**config.mk**
```make
export PLATFORM = sky130hd
export DESIGN_NAME = alu_issue_decoder
export DESIGN_NICKNAME = d
export VERILOG_FILES = /design/src/rtl/alu_pkg.sv /design/src/rtl/alu_issue_fifo.sv /design/src/rtl/alu_issue_decoder.sv
export SDC_FILE = /design/constraint.sdc
export NUM_CORES = 1
export LEC_CHECK = 0
export CORE_UTILIZATION = 40
export DETAILED_ROUTE_END_ITERATION = 7
export GPL_ROUTABILITY_DRIVEN = 1
export GPL_TIMING_DRIVEN = 0
export PLACE_DENSITY = 0.72
export SLEW_MARGIN = 0
export SYNTH_ARGS = -nofsm -noshare
export SYNTH_HDL_FRONTEND = slang
export SYNTH_SLANG_ARGS = --single-unit
```
**constraint.sdc**
```tcl
create_clock -name clk -period 9.2 [get_ports clk]
set_clock_uncertainty 0.2 [all_clocks]
set_input_delay 2.3 -clock clk [delete_from_list [all_inputs] [get_ports clk]]
set_output_delay 2.3 -clock clk [all_outputs]
set_load 0.02 [all_outputs]
```
**src/rtl/alu_pkg.sv**
```systemverilog
// Shared ALU issue definitions: ALU operation codes, LEGv8 opcode match values
// and the packed issue-entry layout used between the decoder and the ALU.
package alu_pkg;

  localparam int unsigned ALU_N = 64;

  localparam logic [3:0] ALU_AND   = 4'b0000;
  localparam logic [3:0] ALU_ORR   = 4'b0001;
  localparam logic [3:0] ALU_ADD   = 4'b0010;
  localparam logic [3:0] ALU_SUB   = 4'b0110;
  localparam logic [3:0] ALU_PASSB = 4'b0111;
  localparam logic [3:0] ALU_EOR   = 4'b1100;

  // R-type and D-type rows match all of instr[31:21]
  localparam logic [10:0] OPC_ADD  = 11'b10001011000;
  localparam logic [10:0] OPC_SUB  = 11'b11001011000;
  localparam logic [10:0] OPC_AND  = 11'b10001010000;
  localparam logic [10:0] OPC_ORR  = 11'b10101010000;
  localparam logic [10:0] OPC_EOR  = 11'b11001010000;
  localparam logic [10:0] OPC_LDUR = 11'b11111000010;
  localparam logic [10:0] OPC_STUR = 11'b11111000000;
  // I-type rows match instr[31:22], CB-type matches instr[31:24]
  localparam logic [9:0]  OPC_ADDI = 10'b1001000100;
  localparam logic [9:0]  OPC_SUBI = 10'b1101000100;
  localparam logic [7:0]  OPC_CBZ  = 8'b10110100;

  typedef struct packed {
    logic [3:0]       operation;
    logic [ALU_N-1:0] in1;
    logic [ALU_N-1:0] in2;
  } issue_entry_t;

endpackage

```
**src/rtl/alu_issue_fifo.sv**
```systemverilog
// DEPTH-entry synchronous FIFO for decoded ALU issue entries.
// Head data reads as zero while empty; storage itself is never reset.
module alu_issue_fifo #(
  parameter int unsigned DEPTH = 2,
  parameter int unsigned W     = 132
) (
  input  logic                         clk,
  input  logic                         rst,
  input  logic                         push,
  input  logic                         pop,
  input  logic [W-1:0]                 din,
  output logic [W-1:0]                 dout,
  output logic [$clog2(DEPTH+1)-1:0]   count,
  output logic                         full,
  output logic                         empty
);

  localparam int unsigned AW = $clog2(DEPTH);
  localparam int unsigned CW = $clog2(DEPTH+1);
  localparam logic [CW-1:0] CNT_FULL = CW'(DEPTH);

  logic [W-1:0]  mem [DEPTH];
  logic [AW-1:0] wr_ptr;
  logic [AW-1:0] rd_ptr;
  logic          do_push;
  logic          do_pop;

  assign full    = (count == CNT_FULL);
  assign empty   = (count == '0);
  assign do_push = push & ~full;
  assign do_pop  = pop & ~empty;
  assign dout    = empty ? '0 : mem[rd_ptr];

  // DEPTH is a power of two, so pointers wrap naturally
  always_ff @(posedge clk) begin
    if (rst) begin
      wr_ptr <= '0;
      rd_ptr <= '0;
      count  <= '0;
    end else begin
      if (do_push) wr_ptr <= wr_ptr + AW'(1);
      if (do_pop)  rd_ptr <= rd_ptr + AW'(1);
      case ({do_push, do_pop})
        2'b10:   count <= count + CW'(1);
        2'b01:   count <= count - CW'(1);
        default: count <= count;
      endcase
    end
  end

  always_ff @(posedge clk) begin
    if (do_push) mem[wr_ptr] <= din;
  end

endmodule

```
**src/rtl/alu_issue_decoder.sv**
```systemverilog
// LEGv8 -> ALU issue decoder with a buffered valid/ready output.
// Build option: ILLEGAL_TRAP_EN drops unknown opcodes and raises a sticky illegal flag.
module alu_issue_decoder
  import alu_pkg::*;
#(
  parameter int unsigned n     = 64,
  parameter int unsigned DEPTH = 2
) (
  input  logic         clk,
  input  logic         rst,
  input  logic [31:0]  instr,
  input  logic [n-1:0] rd1,
  input  logic [n-1:0] rd2,
  input  logic         in_valid,
  output logic         in_ready,
  output logic [3:0]   operation,
  output logic [n-1:0] in1,
  output logic [n-1:0] in2,
  output logic         out_valid,
  input  logic         out_ready,
  output logic         illegal
);

  localparam int unsigned EW = 4 + 2*n;

  logic         legal;
  logic [3:0]   dec_op;
  logic [n-1:0] dec_in1;
  logic [n-1:0] dec_in2;
  logic [n-1:0] imm12;
  logic [n-1:0] imm9;
  logic         fifo_push;
  logic         fifo_full;
  logic         fifo_empty;
  logic [EW-1:0] head;
  logic [$clog2(DEPTH+1)-1:0] unused_count;
  logic         unused_bits;

  assign imm12 = {{(n-12){1'b0}}, instr[21:10]};
  assign imm9  = {{(n-9){instr[20]}}, instr[20:12]};
  assign unused_bits = ^instr[9:0];

  always_comb begin
    legal   = 1'b1;
    dec_op  = ALU_ADD;
    dec_in1 = rd1;
    dec_in2 = rd2;
    if (instr[31:21] == OPC_ADD) begin
      dec_op = ALU_ADD;
    end else if (instr[31:21] == OPC_SUB) begin
      dec_op = ALU_SUB;
    end else if (instr[31:21] == OPC_AND) begin
      dec_op = ALU_AND;
    end else if (instr[31:21] == OPC_ORR) begin
      dec_op = ALU_ORR;
    end else if (instr[31:21] == OPC_EOR) begin
      dec_op = ALU_EOR;
    end else if (instr[31:22] == OPC_ADDI) begin
      dec_in2 = imm12;
    end else if (instr[31:22] == OPC_SUBI) begin
      dec_op  = ALU_SUB;
      dec_in2 = imm12;
    end else if (instr[31:21] == OPC_LDUR || instr[31:21] == OPC_STUR) begin
      dec_in2 = imm9;
    end else if (instr[31:24] == OPC_CBZ) begin
      // pass Rt through; the branch tests the ALU zero flag downstream
      dec_op  = ALU_PASSB;
      dec_in1 = '0;
    end else begin
      legal   = 1'b0;
      dec_in1 = '0;
      dec_in2 = '0;
    end
  end

`ifdef ILLEGAL_TRAP_EN
  logic illegal_q;

  always_ff @(posedge clk) begin
    if (rst)                                  illegal_q <= 1'b0;
    else if (in_valid && in_ready && !legal)  illegal_q <= 1'b1;
  end

  assign illegal   = illegal_q;
  assign fifo_push = in_valid & in_ready & legal;
`else
  logic unused_legal;

  assign unused_legal = legal;
  assign illegal      = 1'b0;
  assign fifo_push    = in_valid & in_ready;
`endif

  alu_issue_fifo #(
    .DEPTH (DEPTH),
    .W     (EW)
  ) u_fifo (
    .clk   (clk),
    .rst   (rst),
    .push  (fifo_push),
    .pop   (out_ready),
    .din   ({dec_op, dec_in1, dec_in2}),
    .dout  (head),
    .count (unused_count),
    .full  (fifo_full),
    .empty (fifo_empty)
  );

  assign in_ready  = ~fifo_full;
  assign out_valid = ~fifo_empty;
  assign {operation, in1, in2} = head;

endmodule

```
### Yosys cells after proc, flatten, opt, wreduce, memory -nomap -nowiden

Memories as Yosys holds them, arrays and structs flattened. A register that Yosys moved wholly into a read port is not among the register bits.
Cells that the tools add are included.
W data, S select, Z words.

* add/sub/neg operators: 4
* equal/unequal tests: 13
* multiplexer cells: 32
* bitwise logic cells: 5
* reductions and logical operators: 3

Operator list (number)
* $mux W64: 17
* $mux W132: 1
* $eq A11 B11 Y1 const B: 7
* $eq A10 B10 Y1 const B: 2
* $mux W4: 5
* $mux W3: 4
* $eq A8 B8 Y1 const B: 1
* $eq A2 B2 Y1 const B: 2
* $mux W1: 4
* $pmux W2 S2: 1
* $and A1 B1 Y1: 3
* $add A1 B1 Y1 const B: 2
* $add A2 B1 Y2 const B: 1
* $eq A2 B1 Y1 const B: 1
* $logic_not A2 Y1: 1
* $not A1 Y1: 2
* $reduce_bool A2 Y1: 1
* $sub A2 B1 Y2 const B: 1
* $logic_or A1 B1 Y1: 1

* flip-flop bits (word level): 4
* memory bits (writable): 264
* input port bits: 164
* output and inout bits: 135
* logic and storage cells: 61
* memories kept: 1

Memories
* u_fifo.mem: depth 2, width 132, read ports 1, clocked after memory_dff 1, wr ports 1, RTL line alu_issue_fifo.sv:22 `logic [W-1:0] mem [DEPTH];`

### Depth between registers and ports, before layout

Gate-level depths: netlist of run 1.

* depth in word-level cells: 10
* depth in mapped cells: 7
* mapped depth without buffers: 7

### Cells and area by module

From an unflattened synthesis of run 1, not the netlist that was laid out.

* cell total of the unflattened synthesis: 786
* area, all modules: 11586.1 um^2

Modules (own cells, without submodules)
* alu_issue_fifo: times used 1, cells an instance 584, area an instance 10132.2 um^2, sequential area each 8027.7 um^2
* alu_issue_decoder: times used 1, cells an instance 202, area an instance 1453.9 um^2, sequential area each 0.0 um^2

### Worst setup path after synthesis of run 1

Ideal clock, no wire load.

* path type: input-to-reg
* start: in in_valid
* end: mem u_fifo.mem[0][0], enable pin
* setup time: 0.625 ns
* data arrival time: 7.882 ns
* data required time: 8.375 ns
* slack: 0.493 ns
* stages: 2
* path buffers: 0
* cell sequence: nand2_1 -> nor2_1

* word-level cells in the longest chain between the ends: 4

RTL lines
* start, declared: RTL line alu_issue_decoder.sv:14 `input logic in_valid,`
* $and A1 B1 Y1: RTL line alu_issue_decoder.sv:91 `assign fifo_push = in_valid & in_ready;`
* $and A1 B1 Y1: RTL line alu_issue_fifo.sv:30 `assign do_push = push & ~full;`
* $mux W1: RTL line alu_issue_fifo.sv:52 `if (do_push) mem[wr_ptr] <= din;`
* $mux W1 (not written as such): RTL line alu_issue_fifo.sv:52
* end, declared: RTL line alu_issue_fifo.sv:22

Every way passes these cells.

### Final worst setup path of run 1

* start: reg u_fifo.count[0]
* end: out in1[56]

* word-level cells in the longest chain between the ends: 2

RTL lines
* start, declared: RTL line alu_issue_fifo.sv:13 `output logic [$clog2(DEPTH+1)-1:0] count,`
* start signal, assigned: RTL line alu_issue_fifo.sv:44 `2'b10: count <= count + CW'(1);`
* start signal, assigned: RTL line alu_issue_fifo.sv:45 `2'b01: count <= count - CW'(1);`
* start signal, assigned: RTL line alu_issue_fifo.sv:46 `default: count <= count;`
* $logic_not A2 Y1: RTL line alu_issue_fifo.sv:29 `assign empty = (count == '0);`
* $mux W132: RTL line alu_issue_fifo.sv:32 `assign dout = empty ? '0 : mem[rd_ptr];`
* end, declared: RTL line alu_issue_decoder.sv:17 `output logic [n-1:0] in1,`

Every way passes these cells.

==> results.sh, run 1 <==
export IMPL_intPower_mw=3.087
export IMPL_tightestPinTransition_ns=0.8645
export IMPL_leakage_nw=5.438
export IMPL_drive_above_1_share=0.09916
export IMPL_final_common_cell="clkdlybuf4s50_1"
export IMPL_yosysWarnings=0
export IMPL_ir_worst_vdd_mv=0.1698
export IMPL_cts_buffers=29
export IMPL_finalSetupViolations=0
export IMPL_synthesis_nets=1011
export IMPL_max_clock_freq_mhz=172.5
export IMPL_antenna_left=0
export IMPL_finalMaxSlewViolations=0
export IMPL_areaGrowthSynthToFinish_pct=38.05
export IMPL_netlist_area_mm2=0.01176
export IMPL_syn_area_per_cell_um2=13.89
export IMPL_portBuffers=286
export IMPL_grt_usage=0.1861
export IMPL_cp_slowest_stage_delay_ns=0.63
export IMPL_hpwl_mm=19.88
export IMPL_power_mw=4.636
export IMPL_cp_start_kind="register"
export IMPL_grt_pass1_wl_mm=43.33
export IMPL_root_buffer="clkbuf_16"
export IMPL_avgRoutedWirePerCell_um=18.12
export IMPL_yosysTopAreaCell="edfxtp_1"
export IMPL_dp_cells=1523
export IMPL_antenna_found_initial=1
export IMPL_synth_edf_count=264
export IMPL_drt_pass1_iter_count=4
export IMPL_cp_slowest_cell="clkbuf_1"
export IMPL_synth_top_cells_by_area="edfxtp_1 (67%), mux2i_1 (11%), nor2_1 (6.3%), and2_1 (3.6%), a21oi_2 (3.0%)"
export IMPL_postCtsHoldBufs=0
export IMPL_layout_common_cells="clkdlybuf4s50_1 (286), edfxtp_1 (264), nor2_1 (196), mux2i_1 (132), and2_1 (67)"
export IMPL_cts_resized=0
export IMPL_route_detailed_drc=0
export IMPL_ys_seq_area_frac=0.6829
export IMPL_cp_cell_sequence="nor2_1, clkbuf_1, clkbuf_1, nor2_1, clkdlybuf4s50_1"
export IMPL_syn_inst=846
export IMPL_vias=7695
export IMPL_design_core_area_mm2=0.02878
export IMPL_worst_hold_path_type="register to register"
export IMPL_fp_dieW_um=173.4
export IMPL_die_h_um=173.4
export IMPL_cts_tree="yes"
export IMPL_seqPwrFrac=0.352
export IMPL_clock_power_share=0.249
export IMPL_cts_buffer_depth=3
export IMPL_rsz0062_at_grt="false"
export IMPL_dp_slack_ns=3.747
export IMPL_crit_type="register to primary output"
export IMPL_end_kind="primary output"
export IMPL_grt_pass1_vias=7836
export IMPL_slew_headroom=0.4236
export IMPL_setup_slack_ns=3.402
export IMPL_power_density_mw_per_mm2=285.7
export IMPL_arrival_ns=3.30
export IMPL_multi_input_area_mm2=0.003425
export IMPL_fp_dieArea_mm2=0.03008
export IMPL_fillers=2386
export IMPL_gp_congestion=0.7910
export IMPL_finalNonFillerCells=1574
export IMPL_critPathMaxFanout=10
export IMPL_path_buf_inv=3
export IMPL_rows=62
export IMPL_grt_ovfl_total=0
export IMPL_pin_count=299
export IMPL_hold_viol=0
export IMPL_diodes=0
export IMPL_worst_ep_required_time_ns=6.70
export IMPL_max_cap_viol_count=0
export IMPL_async_flop_share=0
export IMPL_min_period_ns=5.798
export IMPL_finalCritPeriodShare=0.6302
export IMPL_synth_distinct_cells=44
export IMPL_ys_ff_latch=269
export IMPL_clk_pin_slew_ns=0.06
export IMPL_initial_utilization=0.4084
export IMPL_synthFlopType="edfxtp_1"
export IMPL_p_switching_mw=1.549
export IMPL_clkLatencyLatePin_ns=0.53
export IMPL_clock_sinks=269
export IMPL_combPwrFrac=0.399
export IMPL_vias_per_cell=4.889
export IMPL_seq_area_mm2=0.008028
export IMPL_fin_nets=1335
export IMPL_cts_setup_buffers=0
export IMPL_synth_top_area_frac=0.6744
export IMPL_drtIter0Drc=396
export IMPL_grt_max_degree=59
export IMPL_wirelength_mm=28.52
export IMPL_swShare=0.3342
export IMPL_crit_family="buffers and inverters"
export IMPL_h_tree_depth=1
export IMPL_status="finished, final reports clean"
export IMPL_final_util=0.5639
worst paths after layout:
path	from	end	slack (ns)	cells past startpoint
worst min-delay path	u_fifo.count[1]$_SDFFE_PP0P_	u_fifo.count[1]$_SDFFE_PP0P_	0.33	2
worst max register to register	u_fifo.count[0]$_SDFFE_PP0P_	u_fifo.count[1]$_SDFFE_PP0P_	6.84	6
worst min register to register	u_fifo.count[1]$_SDFFE_PP0P_	u_fifo.count[1]$_SDFFE_PP0P_	0.33	2
worst max-delay path	u_fifo.count[0]$_SDFFE_PP0P_	in1[56]	3.40	5
worst min-delay path: cells and delay by family, from the launching register on:
family	cells	cell delay (ns)
flip-flops	1	0.33
AO/OA/AOI/OAI	2	0.15
cell usage after synthesis, types with 2 or more instances:
cell type  count
o211ai_1       2
o2bb2ai_1      6
a21oi_2       40
a21oi_1       20
nand3_1        3
buf_4          5
a21o_1         3
xor2_1         2
a22o_1         2
nor2_1       197
buf_6          5
and3_1         3
clkbuf_1      25
or4b_1         2
nor4bb_1       3
and2_1        67
edfxtp_1     264
mux2i_1      132
nand2b_1       2
a221o_1        4
dfxtp_1        5
buf_2         18
nand2_1        2
xnor2_1        2
nand3b_1       3
nor2b_1        2
buf_1          5
inv_1          5
o2111ai_1      2
power groups by stage:
stage	combinational, mW	sequential (mW)	clock, mW
floorplan	0.994	1.68	0
global placement	1.82	1.72	0
detailed placement	1.87	1.66	0
CTS	1.88	1.63	1.18
global route	1.97	1.65	1.23
finish	1.85	1.63	1.16
layer usage:
layer	up-vias	part of all wire	track usage
met4	0	0.019	0.04867
met3	38	0.054	0.03268
met5	-	0	0
met1	3741	0.41	0.2337
met2	207	0.51	0.3302
li1	3709	-	-
metrics by stage:
| stage | hold WS, ns | setup TNS (ns) | instance area (um2) |
|---|---|---|---|
| after floorplan | 0.2658 | 0 | 11760 |
| after global placement | 0.2819 | -441.55 | 15100 |
| after detailed placement | 0.3302 | 0 | 15280 |
| after CTS | 0.3477 | 0 | 16230 |
| after global routing | 0.3648 | 0 | 16230 |
| final | 0.3341 | 0 | 16230 |
sequential cells by signal (all words and copies together) (netlist names), named ones only:
register       cells
u_fifo.mem       264
u_fifo.count       2
u_fifo.rd_ptr      1
u_fifo.wr_ptr      1
cell type report:
cell class                 count  share of cell area
sequential                   269              0.4947
tap                          384             0.02961
multi-input combinational    514              0.2110
clock buffer                  35             0.04611
clock inverter                16             0.01226
buffer                        58             0.01827
inverter                       5            0.001157
timing repair buffer         293              0.1869
cell families (layout without fill, tap and decap cells):
logic type / count (synthesis) / count (layout) / synth area share
DFF: 269 / 269 / 0.6829
muxes: 132 / 132 / 0.1124
AOI/OAI and AO/OA: 85 / 85 / 0.05599
other: 1 / 1 / 0.0003190
adders and majority gates: 1 / 1 / 0.001064
buffers and inverters: 63 / 407 / 0.02682
and+or+nand+nor: 291 / 291 / 0.1175
xor gates and xnor gates: 4 / 4 / 0.002981
(Power assumes the default switching activity.)
==> run 2, diff against run 1 <==
--- a/config.mk
+++ b/config.mk
@@ -9,7 +9,7 @@
 export DETAILED_ROUTE_END_ITERATION = 7
 export GPL_ROUTABILITY_DRIVEN = 1
 export GPL_TIMING_DRIVEN = 0
-export PLACE_DENSITY = 0.72
+export PLACE_DENSITY = 0.75
 export SLEW_MARGIN = 0
 export SYNTH_ARGS = -nofsm -noshare
 export SYNTH_HDL_FRONTEND = slang
==> constraint.sdc (replaced) <==
create_clock -name clk -period 4.85 [get_ports clk]
set_clock_uncertainty 0.2 [all_clocks]
set_input_delay 1.2125 -clock clk [delete_from_list [all_inputs] [get_ports clk]]
set_output_delay 1.2125 -clock clk [all_outputs]
set_load 0.02 [all_outputs]
==> run 2 against run 1 <==
Worst hold slack worse by 0.014 ns. Largest cell class unchanged. Via count up 1.2%. Register-to-register slack worse by 4.2 ns. Combinational power up 90%. Final cell count up 0.19%.
==> results.sh, run 2 (same netlist as run 1, synthesis figures left out) <==
export IMPL_vias=7786
export IMPL_fin_nets=1335
export IMPL_grt_usage=0.1869
export IMPL_arrival_ns=3.23
export IMPL_rows=62
export IMPL_wirelength_mm=28.84
export IMPL_swShare=0.3443
export IMPL_route_detailed_drc=0
export IMPL_antenna_left=0
export IMPL_seq_area_mm2=0.008028
export IMPL_vias_per_cell=4.937
export IMPL_grt_pass1_vias=7892
export IMPL_hold_viol=0
export IMPL_top_regs="u_fifo.mem (264), u_fifo.count (2)"
export IMPL_intPower_mw=5.705
export IMPL_ir_worst_vdd_mv=0.3044
export IMPL_finalMaxSlewViolations=0
export IMPL_drive_above_1_share=0.1049
export IMPL_grt_ovfl_total=0
export IMPL_layout_common_cells="clkdlybuf4s50_1 (286), edfxtp_1 (264), nor2_1 (195), mux2i_1 (132), and2_1 (67)"
export IMPL_avgRoutedWirePerCell_um=18.29
export IMPL_power_density_mw_per_mm2=537.7
export IMPL_postCtsHoldBufs=0
export IMPL_antenna_found_initial=1
export IMPL_largest_register_ffs=264
export IMPL_r2r_start="u_fifo.count[0]$_SDFFE_PP0P_"
export IMPL_combPwrFrac=0.405
export IMPL_fp_dieArea_mm2=0.03008
export IMPL_leakage_nw=5.411
export IMPL_regMostFlops="u_fifo.mem"
export IMPL_gp_congestion=0.7715
export IMPL_grt_max_degree=52
export IMPL_p_switching_mw=2.996
export IMPL_max_cap_viol_count=0
export IMPL_initial_utilization=0.4084
export IMPL_fin_area_mm2=0.01618
export IMPL_clock_sinks=269
export IMPL_status="finished, final reports clean"
export IMPL_die_h_um=173.4
export IMPL_root_buffer="clkbuf_16"
export IMPL_clock_power_share=0.239
export IMPL_clkLatencyLatePin_ns=0.53
export IMPL_worst_ep_required_time_ns=3.44
export IMPL_cts_buffers=29
export IMPL_seqPwrFrac=0.356
export IMPL_grt_pass1_wl_mm=43.39
export IMPL_h_tree_depth=1
export IMPL_hold_depth=2
export IMPL_design_core_area_mm2=0.02878
export IMPL_rsz0062_at_grt="false"
export IMPL_placed_cell_area_mm2=0.01527
export IMPL_cp_start_kind="register"
export IMPL_drt_pass1_iter_count=4
export IMPL_drtIter0Drc=507
export IMPL_finalSetupViolations=0
export IMPL_crit_type="register to primary output"
export IMPL_cts_buffer_depth=3
export IMPL_clk_pin_slew_ns=0.06
export IMPL_fp_dieW_um=173.4
export IMPL_worst_hold_path_type="register to register"
export IMPL_finalNonFillerCells=1577
export IMPL_finalCritPeriodShare=0.9566
export IMPL_final_common_cell="clkdlybuf4s50_1"
export IMPL_hpwl_mm=19.76
export IMPL_areaGrowthSynthToFinish_pct=37.65
export IMPL_cts_tree="yes"
export IMPL_pin_count=299
export IMPL_critPathMaxFanout=10
export IMPL_reg2reg_depth=6
export IMPL_max_clock_freq_mhz=215.5
export IMPL_worstHoldStart="u_fifo.rd_ptr$_SDFFE_PP0P_"
export IMPL_fillers=2338
export IMPL_portBuffers=286
export IMPL_dp_cells=1523
export IMPL_multi_input_area_mm2=0.003427
export IMPL_slew_headroom=0.2990
export IMPL_min_period_ns=4.639
export IMPL_tightestPinTransition_ns=1.051
export IMPL_end_kind="primary output"
## run 2: power by group through the flow
stage | combinational, mW | clock, mW | sequential [mW]
3_5_place_dp | 3.54 | 0 | 3.15
3_3_place_gp | 3.45 | 0 | 3.17
6_report | 3.52 | 2.08 | 3.10
2_1_floorplan | 1.89 | 0 | 3.14
5_1_grt | 3.74 | 2.23 | 3.13
4_1_cts | 3.57 | 2.14 | 3.10
## run 2: cell type report
type | count | share of cell area
diodes | 1 | 0.0001547
plain buffers | 58 | 0.01833
clock buffers | 34 | 0.04601
clock inverters | 19 | 0.009743
inverters | 5 | 0.001160
multi-input cells | 514 | 0.2118
flip-flops and latches | 269 | 0.4961
well taps | 384 | 0.02969
repair buffers | 293 | 0.1870
## run 2: final timing paths
kind	to	slack (ns)
setup / recovery	in1[22]	0.21
hold / removal	register	0.32
setup reg to reg	u_fifo.count[1]$_SDFFE_PP0P_	2.62
hold reg to reg	register	0.32
## run 2: layer usage
| layer | part of all wire | GRT usage | vias up |
|---|---|---|---|
| li1 | - | - | 3707 |
| met1 | 0.42 | 0.2344 | 3783 |
| met2 | 0.50 | 0.3278 | 240 |
| met3 | 0.049 | 0.02873 | 56 |
| met4 | 0.029 | 0.06527 | 0 |
| met5 | 0 | 0 | - |
## run 2: worst max-delay path: stages, from the launching register on
cell	delay, ns
dfxtp_1	0.30
clkbuf_1	0.36
clkbuf_1	0.63
buf_2	0.47
mux2i_1	0.13
nor2_1	0.10
clkdlybuf4s50_1	0.69
## run 2: through the flow
stage	total power, mW	setup slack, ns	util	hold slack (ns)	setup TNS, ns
after floorplan	5.032	0.9311	-	0.2658	0
after global placement	6.623	-0.7027	0.5249	0.2800	-97.84
after detailed placement	6.687	0.4516	0.5307	0.3081	0
after CTS	8.801	0.09652	0.5621	0.3222	0
after global routing	9.092	0.04275	0.5622	0.3448	0
final	8.701	0.2107	0.5622	0.3200	0
## run 2: what timing repair did
action                                  in CTS  in global routing
setup buffers                                0                  0
gates resized for setup                      1                  0
endpoints found under the setup margin      11                  0
==> run 3, diff against run 2 <==
--- a/config.mk
+++ b/config.mk
@@ -6,6 +6,7 @@
 export NUM_CORES = 1
 export LEC_CHECK = 0
 export CORE_UTILIZATION = 40
+export CTS_CLUSTER_DIAMETER = 120
 export DETAILED_ROUTE_END_ITERATION = 7
 export GPL_ROUTABILITY_DRIVEN = 1
 export GPL_TIMING_DRIVEN = 0
==> results of run 3 <==
The final DEF is identical to that of run 2; final timing and power are the same.
